**src/rtl/bit_count_accumulator_if.sv**
```systemverilog
// Beat-in / frame-result-out handshake bundle for bit_count_accumulator.
// BIT_COUNT_ACCUMULATOR_THRESHOLD_EN adds the threshold input and the above flag.
interface bit_count_accumulator_if #(
  parameter int unsigned WID_CountRange = 32,
  parameter int unsigned WID_Accum      = 16
);
  logic [WID_CountRange-1:0] local_BCA_bitstream;
  logic                      local_BCA_valid;
  logic                      local_BCA_last;
  logic                      BCA_local_ready;
  logic [WID_Accum-1:0]      BCA_local_result;
  logic [WID_Accum-1:0]      BCA_local_beats;
  logic                      BCA_local_overflow;
  logic                      BCA_local_valid;
  logic                      local_BCA_ready;
`ifdef BIT_COUNT_ACCUMULATOR_THRESHOLD_EN
  logic [WID_Accum-1:0]      local_BCA_threshold;
  logic                      BCA_local_above;

  modport master (
    output local_BCA_bitstream, local_BCA_valid, local_BCA_last, local_BCA_ready,
    output local_BCA_threshold,
    input  BCA_local_ready, BCA_local_result, BCA_local_beats, BCA_local_overflow,
    input  BCA_local_valid, BCA_local_above
  );

  modport slave (
    input  local_BCA_bitstream, local_BCA_valid, local_BCA_last, local_BCA_ready,
    input  local_BCA_threshold,
    output BCA_local_ready, BCA_local_result, BCA_local_beats, BCA_local_overflow,
    output BCA_local_valid, BCA_local_above
  );
`else
  modport master (
    output local_BCA_bitstream, local_BCA_valid, local_BCA_last, local_BCA_ready,
    input  BCA_local_ready, BCA_local_result, BCA_local_beats, BCA_local_overflow,
    input  BCA_local_valid
  );

  modport slave (
    input  local_BCA_bitstream, local_BCA_valid, local_BCA_last, local_BCA_ready,
    output BCA_local_ready, BCA_local_result, BCA_local_beats, BCA_local_overflow,
    output BCA_local_valid
  );
`endif
endinterface

```
**src/rtl/bit_count_accumulator.sv**
```systemverilog
// Streaming popcount: registered adder tree per beat, saturating per-frame accumulation.
// Optional threshold compare enabled by BIT_COUNT_ACCUMULATOR_THRESHOLD_EN.
module bit_count_accumulator #(
  parameter int unsigned WID_CountRange  = 32,
  parameter int unsigned WID_CountResult = $clog2(WID_CountRange + 1),
  parameter int unsigned WID_Accum       = 16
) (
  input  logic                  clk,
  input  logic                  rst_n,
  bit_count_accumulator_if.slave bus
);

  localparam int unsigned NumLayers = $clog2(WID_CountRange);
  localparam int unsigned PadWidth  = 1 << NumLayers;
  localparam logic [WID_Accum:0] OneWide = 1;

  logic stall;
  logic out_valid_q, out_valid_d;

  // A held result blocks the whole pipeline, so nothing upstream can be overwritten.
  assign stall               = out_valid_q & ~bus.local_BCA_ready;
  assign bus.BCA_local_ready = ~stall;

  logic [PadWidth-1:0] beat_pad;
  assign beat_pad = PadWidth'(bus.local_BCA_bitstream);

  // Layer k folds pairs of k-bit fields into (k+1)-bit fields.
  for (genvar k = 1; k <= NumLayers; k++) begin : g_layer
    localparam int unsigned NumOut = PadWidth >> k;
    localparam int unsigned InW    = k;
    localparam int unsigned OutW   = k + 1;

    logic [2*NumOut*InW-1:0] src;
    logic                    src_vld;
    logic                    src_last;
    logic [NumOut*OutW-1:0]  sum_d;
    logic [NumOut*OutW-1:0]  sum_q;
    logic                    vld_q;
    logic                    last_q;
`ifdef BIT_COUNT_ACCUMULATOR_THRESHOLD_EN
    logic [WID_Accum-1:0]    src_thr;
    logic [WID_Accum-1:0]    thr_q;
`endif

    if (k == 1) begin : g_head
      assign src      = beat_pad;
      assign src_vld  = bus.local_BCA_valid;
      assign src_last = bus.local_BCA_valid & bus.local_BCA_last;
`ifdef BIT_COUNT_ACCUMULATOR_THRESHOLD_EN
      assign src_thr  = bus.local_BCA_threshold;
`endif
    end else begin : g_link
      assign src      = g_layer[k-1].sum_q;
      assign src_vld  = g_layer[k-1].vld_q;
      assign src_last = g_layer[k-1].last_q;
`ifdef BIT_COUNT_ACCUMULATOR_THRESHOLD_EN
      assign src_thr  = g_layer[k-1].thr_q;
`endif
    end

    always_comb begin
      sum_d = '0;
      for (int unsigned j = 0; j < NumOut; j++) begin
        sum_d[j*OutW +: OutW] = OutW'(src[2*j*InW +: InW]) + OutW'(src[(2*j+1)*InW +: InW]);
      end
    end

    always_ff @(posedge clk or negedge rst_n) begin
      if (!rst_n) begin
        sum_q  <= '0;
        vld_q  <= 1'b0;
        last_q <= 1'b0;
      end else if (!stall) begin
        sum_q  <= sum_d;
        vld_q  <= src_vld;
        last_q <= src_last;
      end
    end

`ifdef BIT_COUNT_ACCUMULATOR_THRESHOLD_EN
    // Threshold rides with its beat so back-to-back frames keep their own limit.
    always_ff @(posedge clk or negedge rst_n) begin
      if (!rst_n) begin
        thr_q <= '0;
      end else if (!stall) begin
        thr_q <= src_thr;
      end
    end
`endif
  end

  logic [NumLayers:0]       tree_cnt;
  logic                     tree_vld;
  logic                     tree_last;
  logic [WID_CountResult-1:0] beat_cnt;

  assign tree_cnt  = g_layer[NumLayers].sum_q;
  assign tree_vld  = g_layer[NumLayers].vld_q;
  assign tree_last = g_layer[NumLayers].last_q;
  assign beat_cnt  = WID_CountResult'(tree_cnt);

  logic [WID_Accum-1:0] acc_q, acc_d;
  logic [WID_Accum-1:0] beats_q, beats_d;
  logic                 ovf_q, ovf_d;
  logic [WID_Accum-1:0] res_q, res_d;
  logic [WID_Accum-1:0] res_beats_q, res_beats_d;
  logic                 res_ovf_q, res_ovf_d;

  logic [WID_Accum:0]   sum_wide;
  logic [WID_Accum:0]   beats_wide;
  logic [WID_Accum-1:0] sum_sat;
  logic [WID_Accum-1:0] beats_sat;
  logic                 carry;

  assign sum_wide   = {1'b0, acc_q} + (WID_Accum + 1)'(beat_cnt);
  assign carry      = sum_wide[WID_Accum];
  assign sum_sat    = carry ? '1 : sum_wide[WID_Accum-1:0];
  assign beats_wide = {1'b0, beats_q} + OneWide;
  assign beats_sat  = beats_wide[WID_Accum] ? '1 : beats_wide[WID_Accum-1:0];

`ifdef BIT_COUNT_ACCUMULATOR_THRESHOLD_EN
  logic above_q, above_d;
`endif

  always_comb begin
    acc_d       = acc_q;
    beats_d     = beats_q;
    ovf_d       = ovf_q;
    res_d       = res_q;
    res_beats_d = res_beats_q;
    res_ovf_d   = res_ovf_q;
    out_valid_d = out_valid_q;
`ifdef BIT_COUNT_ACCUMULATOR_THRESHOLD_EN
    above_d     = above_q;
`endif
    if (!stall) begin
      // Not stalled means any held result is being taken now; a completing frame reloads.
      out_valid_d = tree_vld & tree_last;
      if (tree_vld) begin
        if (tree_last) begin
          res_d       = sum_sat;
          res_beats_d = beats_sat;
          res_ovf_d   = ovf_q | carry;
`ifdef BIT_COUNT_ACCUMULATOR_THRESHOLD_EN
          above_d     = sum_sat > g_layer[NumLayers].thr_q;
`endif
          acc_d       = '0;
          beats_d     = '0;
          ovf_d       = 1'b0;
        end else begin
          acc_d       = sum_sat;
          beats_d     = beats_sat;
          ovf_d       = ovf_q | carry;
        end
      end
    end
  end

  always_ff @(posedge clk or negedge rst_n) begin
    if (!rst_n) begin
      acc_q       <= '0;
      beats_q     <= '0;
      ovf_q       <= 1'b0;
      res_q       <= '0;
      res_beats_q <= '0;
      res_ovf_q   <= 1'b0;
      out_valid_q <= 1'b0;
    end else begin
      acc_q       <= acc_d;
      beats_q     <= beats_d;
      ovf_q       <= ovf_d;
      res_q       <= res_d;
      res_beats_q <= res_beats_d;
      res_ovf_q   <= res_ovf_d;
      out_valid_q <= out_valid_d;
    end
  end

`ifdef BIT_COUNT_ACCUMULATOR_THRESHOLD_EN
  always_ff @(posedge clk or negedge rst_n) begin
    if (!rst_n) begin
      above_q <= 1'b0;
    end else begin
      above_q <= above_d;
    end
  end

  assign bus.BCA_local_above = above_q;
`endif

  assign bus.BCA_local_result   = res_q;
  assign bus.BCA_local_beats    = res_beats_q;
  assign bus.BCA_local_overflow = res_ovf_q;
  assign bus.BCA_local_valid    = out_valid_q;

endmodule

```
**src/flat_wrapper.sv**
```systemverilog
// flat-port wrapper written by rule: the top's interface ports become plain ports
module bit_count_accumulator_flat 
#(
  parameter int unsigned WID_CountRange  = 32,
  parameter int unsigned WID_CountResult = $clog2(WID_CountRange + 1),
  parameter int unsigned WID_Accum       = 16
)
  (clk, rst_n, bus_local_BCA_bitstream, bus_local_BCA_valid, bus_local_BCA_last, bus_local_BCA_ready, bus_BCA_local_ready, bus_BCA_local_result, bus_BCA_local_beats, bus_BCA_local_overflow, bus_BCA_local_valid);
  bit_count_accumulator_if #(.WID_CountRange(WID_CountRange), .WID_Accum(WID_Accum)) bus_i ();
  input  logic clk;
  input  logic rst_n;
  input wire logic [$bits(bus_i.local_BCA_bitstream)-1:0] bus_local_BCA_bitstream;
  input wire logic [$bits(bus_i.local_BCA_valid)-1:0] bus_local_BCA_valid;
  input wire logic [$bits(bus_i.local_BCA_last)-1:0] bus_local_BCA_last;
  input wire logic [$bits(bus_i.local_BCA_ready)-1:0] bus_local_BCA_ready;
  output wire logic [$bits(bus_i.BCA_local_ready)-1:0] bus_BCA_local_ready;
  output wire logic [$bits(bus_i.BCA_local_result)-1:0] bus_BCA_local_result;
  output wire logic [$bits(bus_i.BCA_local_beats)-1:0] bus_BCA_local_beats;
  output wire logic [$bits(bus_i.BCA_local_overflow)-1:0] bus_BCA_local_overflow;
  output wire logic [$bits(bus_i.BCA_local_valid)-1:0] bus_BCA_local_valid;
  assign bus_i.local_BCA_bitstream = bus_local_BCA_bitstream;
  assign bus_i.local_BCA_valid = bus_local_BCA_valid;
  assign bus_i.local_BCA_last = bus_local_BCA_last;
  assign bus_i.local_BCA_ready = bus_local_BCA_ready;
  assign bus_BCA_local_ready = bus_i.BCA_local_ready;
  assign bus_BCA_local_result = bus_i.BCA_local_result;
  assign bus_BCA_local_beats = bus_i.BCA_local_beats;
  assign bus_BCA_local_overflow = bus_i.BCA_local_overflow;
  assign bus_BCA_local_valid = bus_i.BCA_local_valid;
  bit_count_accumulator #(.WID_CountRange(WID_CountRange), .WID_CountResult(WID_CountResult), .WID_Accum(WID_Accum)) u_core (.clk(clk), .rst_n(rst_n), .bus(bus_i));
endmodule
```
**config.mk**
```make
export PLATFORM = sky130hd
export DESIGN_NAME = bit_count_accumulator_flat
export DESIGN_NICKNAME = d
export VERILOG_FILES = /design/src/rtl/bit_count_accumulator_if.sv /design/src/rtl/bit_count_accumulator.sv /design/src/flat_wrapper.sv
export SDC_FILE = /design/constraint.sdc
export NUM_CORES = 1
export LEC_CHECK = 0
export CAP_MARGIN = 20
export CORE_UTILIZATION = 26
export DETAILED_ROUTE_END_ITERATION = 7
export RECOVER_POWER = 100
export SETUP_SLACK_MARGIN = 0.2
export SLEW_MARGIN = 25
export SYNTH_ARGS = -nofsm -noshare
export SYNTH_HDL_FRONTEND = slang
export SYNTH_SLANG_ARGS = --single-unit
```
**constraint.sdc**
```tcl
create_clock -name clk -period 2.5 [get_ports clk]
set_input_delay 0.5 -clock clk [delete_from_list [all_inputs] [get_ports clk]]
set_output_delay 0.5 -clock clk [all_outputs]
set_load 0.1 [all_outputs]
```
## After elaboration in Yosys (flattened, before gate mapping)

Index checks and enable logic that the tools add are counted.

| word-level totals | value |
|---|---|
| register bits | 165 |
| output and inout port bits | 35 |
| logic and storage cells | 68 |

| operators by class | value |
|---|---|
| $add $sub $neg | 33 |
| muxes and demuxes | 5 |
| bitwise operators | 6 |
| reduce and logical (&&, ||, !) cells | 2 |

Operators with widths:

| operator | count |
|---|---|
| two-way mux 16 bit | 4 |
| adder 1 x 1 -> 2 bit | 16 |
| adder 2 x 2 -> 3 bit | 8 |
| adder 16 x 1 -> 17 bit, second input constant | 1 |
| adder 16 x 6 -> 17 bit | 1 |
| adder 3 x 3 -> 4 bit | 4 |
| adder 4 x 4 -> 5 bit | 2 |
| adder 5 x 5 -> 6 bit | 1 |
| AND 1 bit | 3 |
| AND reduction 3 bit | 1 |
| inverter 1 bit | 2 |
| AND reduction 2 bit | 1 |
| two-way mux 1 bit | 1 |
| bitwise OR 1 bit | 1 |

## Longest topological paths before layout

| logic depth | value |
|---|---|
| depth after elaboration | 4 |
| gate-level depth with buffers | 9 |
| mapped depth without buffers | 8 |

## Worst setup path after synthesis

Ideal clock, no wire load.

| path | value |
|---|---|
| kind | register to output |
| from | register u_core.out_valid_q (netlist: u_core.bus.BCA_local_valid) |
| to | output port bus_BCA_local_ready |
| arrival time | 2447 ps |
| data required time | 2000 ps |
| slack | -447 ps |
| cell stages (with the launch flop) | 5 |
| path buffers | 2 |
| cell sequence | dfrtp_1 nor2b_1 inv_2 clkbuf_1 buf_1 |

| on the way | value |
|---|---|
| longest elaborated chain between the ends | 2 |

RTL lines:

| item | line | text |
|---|---|---|
| from (decl) | bit_count_accumulator.sv:18 | `logic out_valid_q, out_valid_d;` |
| from (signal assigned) | bit_count_accumulator.sv:175 | `out_valid_q <= out_valid_d;` |
| AND 1 bit | bit_count_accumulator.sv:21 | `assign stall = out_valid_q & ~bus.local_BCA_ready;` |
| inverter 1 bit | bit_count_accumulator.sv:22 | `assign bus.BCA_local_ready = ~stall;` |
| to (decl) | flat_wrapper.sv:16 | `output wire logic [$bits(bus_i.BCA_local_ready)-1:0] bus_BCA_local_ready;` |

No other way between the ends.

## Worst setup path in the final report

| path | value |
|---|---|
| from | input port bus_local_BCA_ready |
| to | output port bus_BCA_local_ready |

| on the way | value |
|---|---|
| longest elaborated chain between the ends | 3 |

RTL lines:

| item | line | text |
|---|---|---|
| from (decl) | flat_wrapper.sv:15 | `input wire logic [$bits(bus_i.local_BCA_ready)-1:0] bus_local_BCA_ready;` |
| inverter 1 bit | bit_count_accumulator.sv:21 |  |
| AND 1 bit | bit_count_accumulator.sv:21 |  |
| inverter 1 bit | bit_count_accumulator.sv:22 |  |

No other way between the ends.

==> flow_summary.json <==
{
  "wl_um": 17300,
  "antenna_found_initial": 0,
  "dieArea_um2": 33110,
  "gp_congestion": 0.7961,
  "fin_crit_ns": 2.345,
  "hold_class": "in2async",
  "synth_cell_type_count": 53,
  "clk_pin_slew_ns": 0.07,
  "synth_top_area_cell": "dfrtp_1",
  "synth_xor_area_frac": 0.03433,
  "syn_nets": 1003,
  "synthFlopType": "dfrtp_1",
  "final_antenna_net_count": 0,
  "rsz0062_at_grt": "yes",
  "clkSinkCount": 165,
  "grt.total_usage": 0.1122,
  "viasPerCell": 4.483,
  "n_antenna_cell": 0,
  "critPathCaptureType": "output port",
  "max_freq_mhz": 426.4,
  "htree_num_levels": 4,
  "numCtsBuffers": 17,
  "grt_max_degree": 75,
  "synthAdderAreaFrac": 0.1213,
  "final-hold-violation-count": 0,
  "drtIter0Drc": 371,
  "cts_tree": "built",
  "tightest_slew_ns": 1.365,
  "clk_latency_ns": 0.43,
  "synth_top_family_by_area": "simple AND/OR/NAND/NOR gates",
  "core_area_um2": 31720,
  "worst_setup_path_start_kind": "primary input",
  "final_common_cell": "nand2_1",
  "cp_max_fo": 54,
  "leakage_nw": 4.839,
  "die_y_um": 182.0,
  "drive_gt1_frac": 0.09485,
  "start_util": 0.2654,
  "synthCells": 894,
  "holdWs_ns": 0.3753,
  "cts_max_path_buffers": 2,
  "report.final.slew_viol_count": 0,
  "drv_cap": 0,
  "synth.top_cells.by_area": "dfrtp_1 (49%), nand2_1 (11%), ha_1 (8.3%)",
  "synth_edf_count": 0,
  "syn_avg_cell_area_um2": 9.418,
  "finClkSkew_ns": 0.01208,
  "layout_setup_ws_ns": 0.1546,
  "post-route-drc-count": 0,
  "die_w_um": 182.0,
  "grt-ovfl-total": 0,
  "grt_pass1_vias": 6146,
  "io_buffer_count": 71,
  "netlist_area_um2": 8419,
  "clockRootBuffer": "clkbuf_16",
  "synth_compound_area_frac": 0.1300,
  "worst_slew_margin_rel": 0.08970,
  "synth.area.mux_share": 0.002378,
  "wire_per_inst_um": 12.61,
  "fp-row-count": 65,
  "required_ns": 2.00,
  "layout.nets": 1066,
  "ir_worst_vdd_uv": 639.7,
  "dp_hpwl_um": 11610,
  "yosys_register_bits": 165,
  "dpl.cell_count": 1337,
  "async_flop_share": 1.000,
  "seq_area_frac_synth": 0.4904,
  "place_ws_ns": 0.04330,
  "vias": 6150,
  "synth-simple-area-share": 0.1804,
  "powerDensity_nw_per_um2": 1288,
  "worstPathArrival_ns": 1.85,
  "grt_pass1_wl_um": 30180,
  "status": "completed",
  "ioPinCount": 72,
  "drt_first_pass_iters": 4,
  "critPathKind": "in2out",
  "tns_ns": 0,
  "yosysTopAreaCellShare": 0.4904,
  "final_cell_mix": "nand2_1 (241), dfrtp_1 (165), a21oi_1 (79)",
  "fin_crit_sh": 0.9382,
  "stdcell_count": 1372,
  "yosysWarnings": 0,
  "area_growth_pct": 19.32,
  "finalSetupViolations": 0
}
## flip-flops by register name, indices dropped and copies added, names as in the netlist
name,count
u_core.acc_q,16
u_core.beat_cnt,6
u_core.beats_q,16
u_core.bus.BCA_local_beats,16
u_core.bus.BCA_local_overflow,1
u_core.bus.BCA_local_result,16
u_core.bus.BCA_local_valid,1
u_core.g_layer.last_q,5
u_core.g_layer.sum_q,82
u_core.g_layer.vld_q,5
u_core.ovf_q,1
## report_power, final
group	leakage (nW)	internal (W)	switching (W)	total, W
logic	2.50	0.00197	0.00411	0.00609
clock network	0.279	0.00134	0.00125	0.00259
registers	2.06	0.00362	0.000644	0.00427
total	4.84	0.00693	0.00601	0.0129
## routing by layer
metal  global-route usage  up-vias  wire (um)
li1                     -     3123          -
met1               0.1474     2901       8393
met2               0.1849      109       8113
met3              0.02447       17        587
met4              0.03227        0        202
met5                    0        -          0
## synthesized netlist by cell type (3+ instances only)
master and count:
nand2b_1 3, a41o_1 3, nor3_1 4, and3_1 14
o31ai_1 3, clkbuf_1 30, xnor2_1 13, buf_2 8
nor2b_1 5, a31o_1 3, o21ai_0 33, xor2_1 20
buf_6 4, buf_1 8, nand3_1 12, inv_1 26
o22a_1 10, a21o_1 14, a31o_2 3, dfrtp_1 165
ha_1 56, nor2_1 65, nand4_1 4, a31oi_1 18
and2_1 4, a21oi_1 79, nand2_1 241, fa_1 16
## kinds of logic after synthesis
family / Yosys count
compound gates: 179
simple gates: 363
buf+inv: 80
fa+ha+maj: 72
flops: 165
mux: 2
xor+xnor: 33
## final timing paths
kind | startpoint | slack (ns) | endpoint | cells after the start
hold reg to reg | u_core.g_layer[3].last_q | 0.47 | u_core.g_layer[3].last_q | 2
min in group clk | u_core.g_layer[3].last_q | 0.47 | u_core.g_layer[3].last_q | 2
setup / recovery | bus_local_BCA_ready | 0.15 | bus_BCA_local_ready | 5
hold / removal | rst_n | 0.38 | u_core.bus.BCA_local_beats[13] | 1
max in group asynchronous | rst_n | 0.59 | u_core.g_layer[2].sum_q[7] | 2
setup reg to reg | u_core.acc_q[0] | 0.19 | u_core.acc_q[9] | 8
## stage by stage
| step | total power [W] | area [um^2] | util |
|---|---|---|---|
| after CTS | 0.01325 | 10160 | 0.3203 |
| after global routing | 0.01402 | 10050 | 0.3167 |
| after floorplan | 0.008978 | 8423 | - |
| after global placement | 0.01044 | 9558 | 0.3013 |
| after detailed placement | 0.01058 | 9558 | 0.3013 |
| final | 0.01294 | 10050 | 0.3167 |
## worst max-delay path: stages
cell           delay, ns
dlygate4sd3_1       0.60
nor2b_1             0.21
clkinv_2            0.12
buf_12              0.19
buf_12              0.19
## layout make-up
type | instances | area [um^2]
inverters | 27 | 102.6
clock buffers | 18 | 429.2
well taps | 402 | 503.0
fillers | 3337 | 21670
flip-flops and latches | 165 | 4129
clock inverters | 14 | 157.7
repair buffers | 96 | 753.2
multi-input cells | 650 | 3971
## repair_timing
| item | CTS | global route |
|---|---|---|
| hold buffers | 0 | 0 |
| gates cloned | 0 | 1 |
| setup buffers | 1 | 1 |
| setup endpoints to repair | 21 | 27 |
| gates resized for setup | 1 | 19 |
| pin swaps | 1 | 8 |
Note: power is estimated with default switching activity, not from simulation.
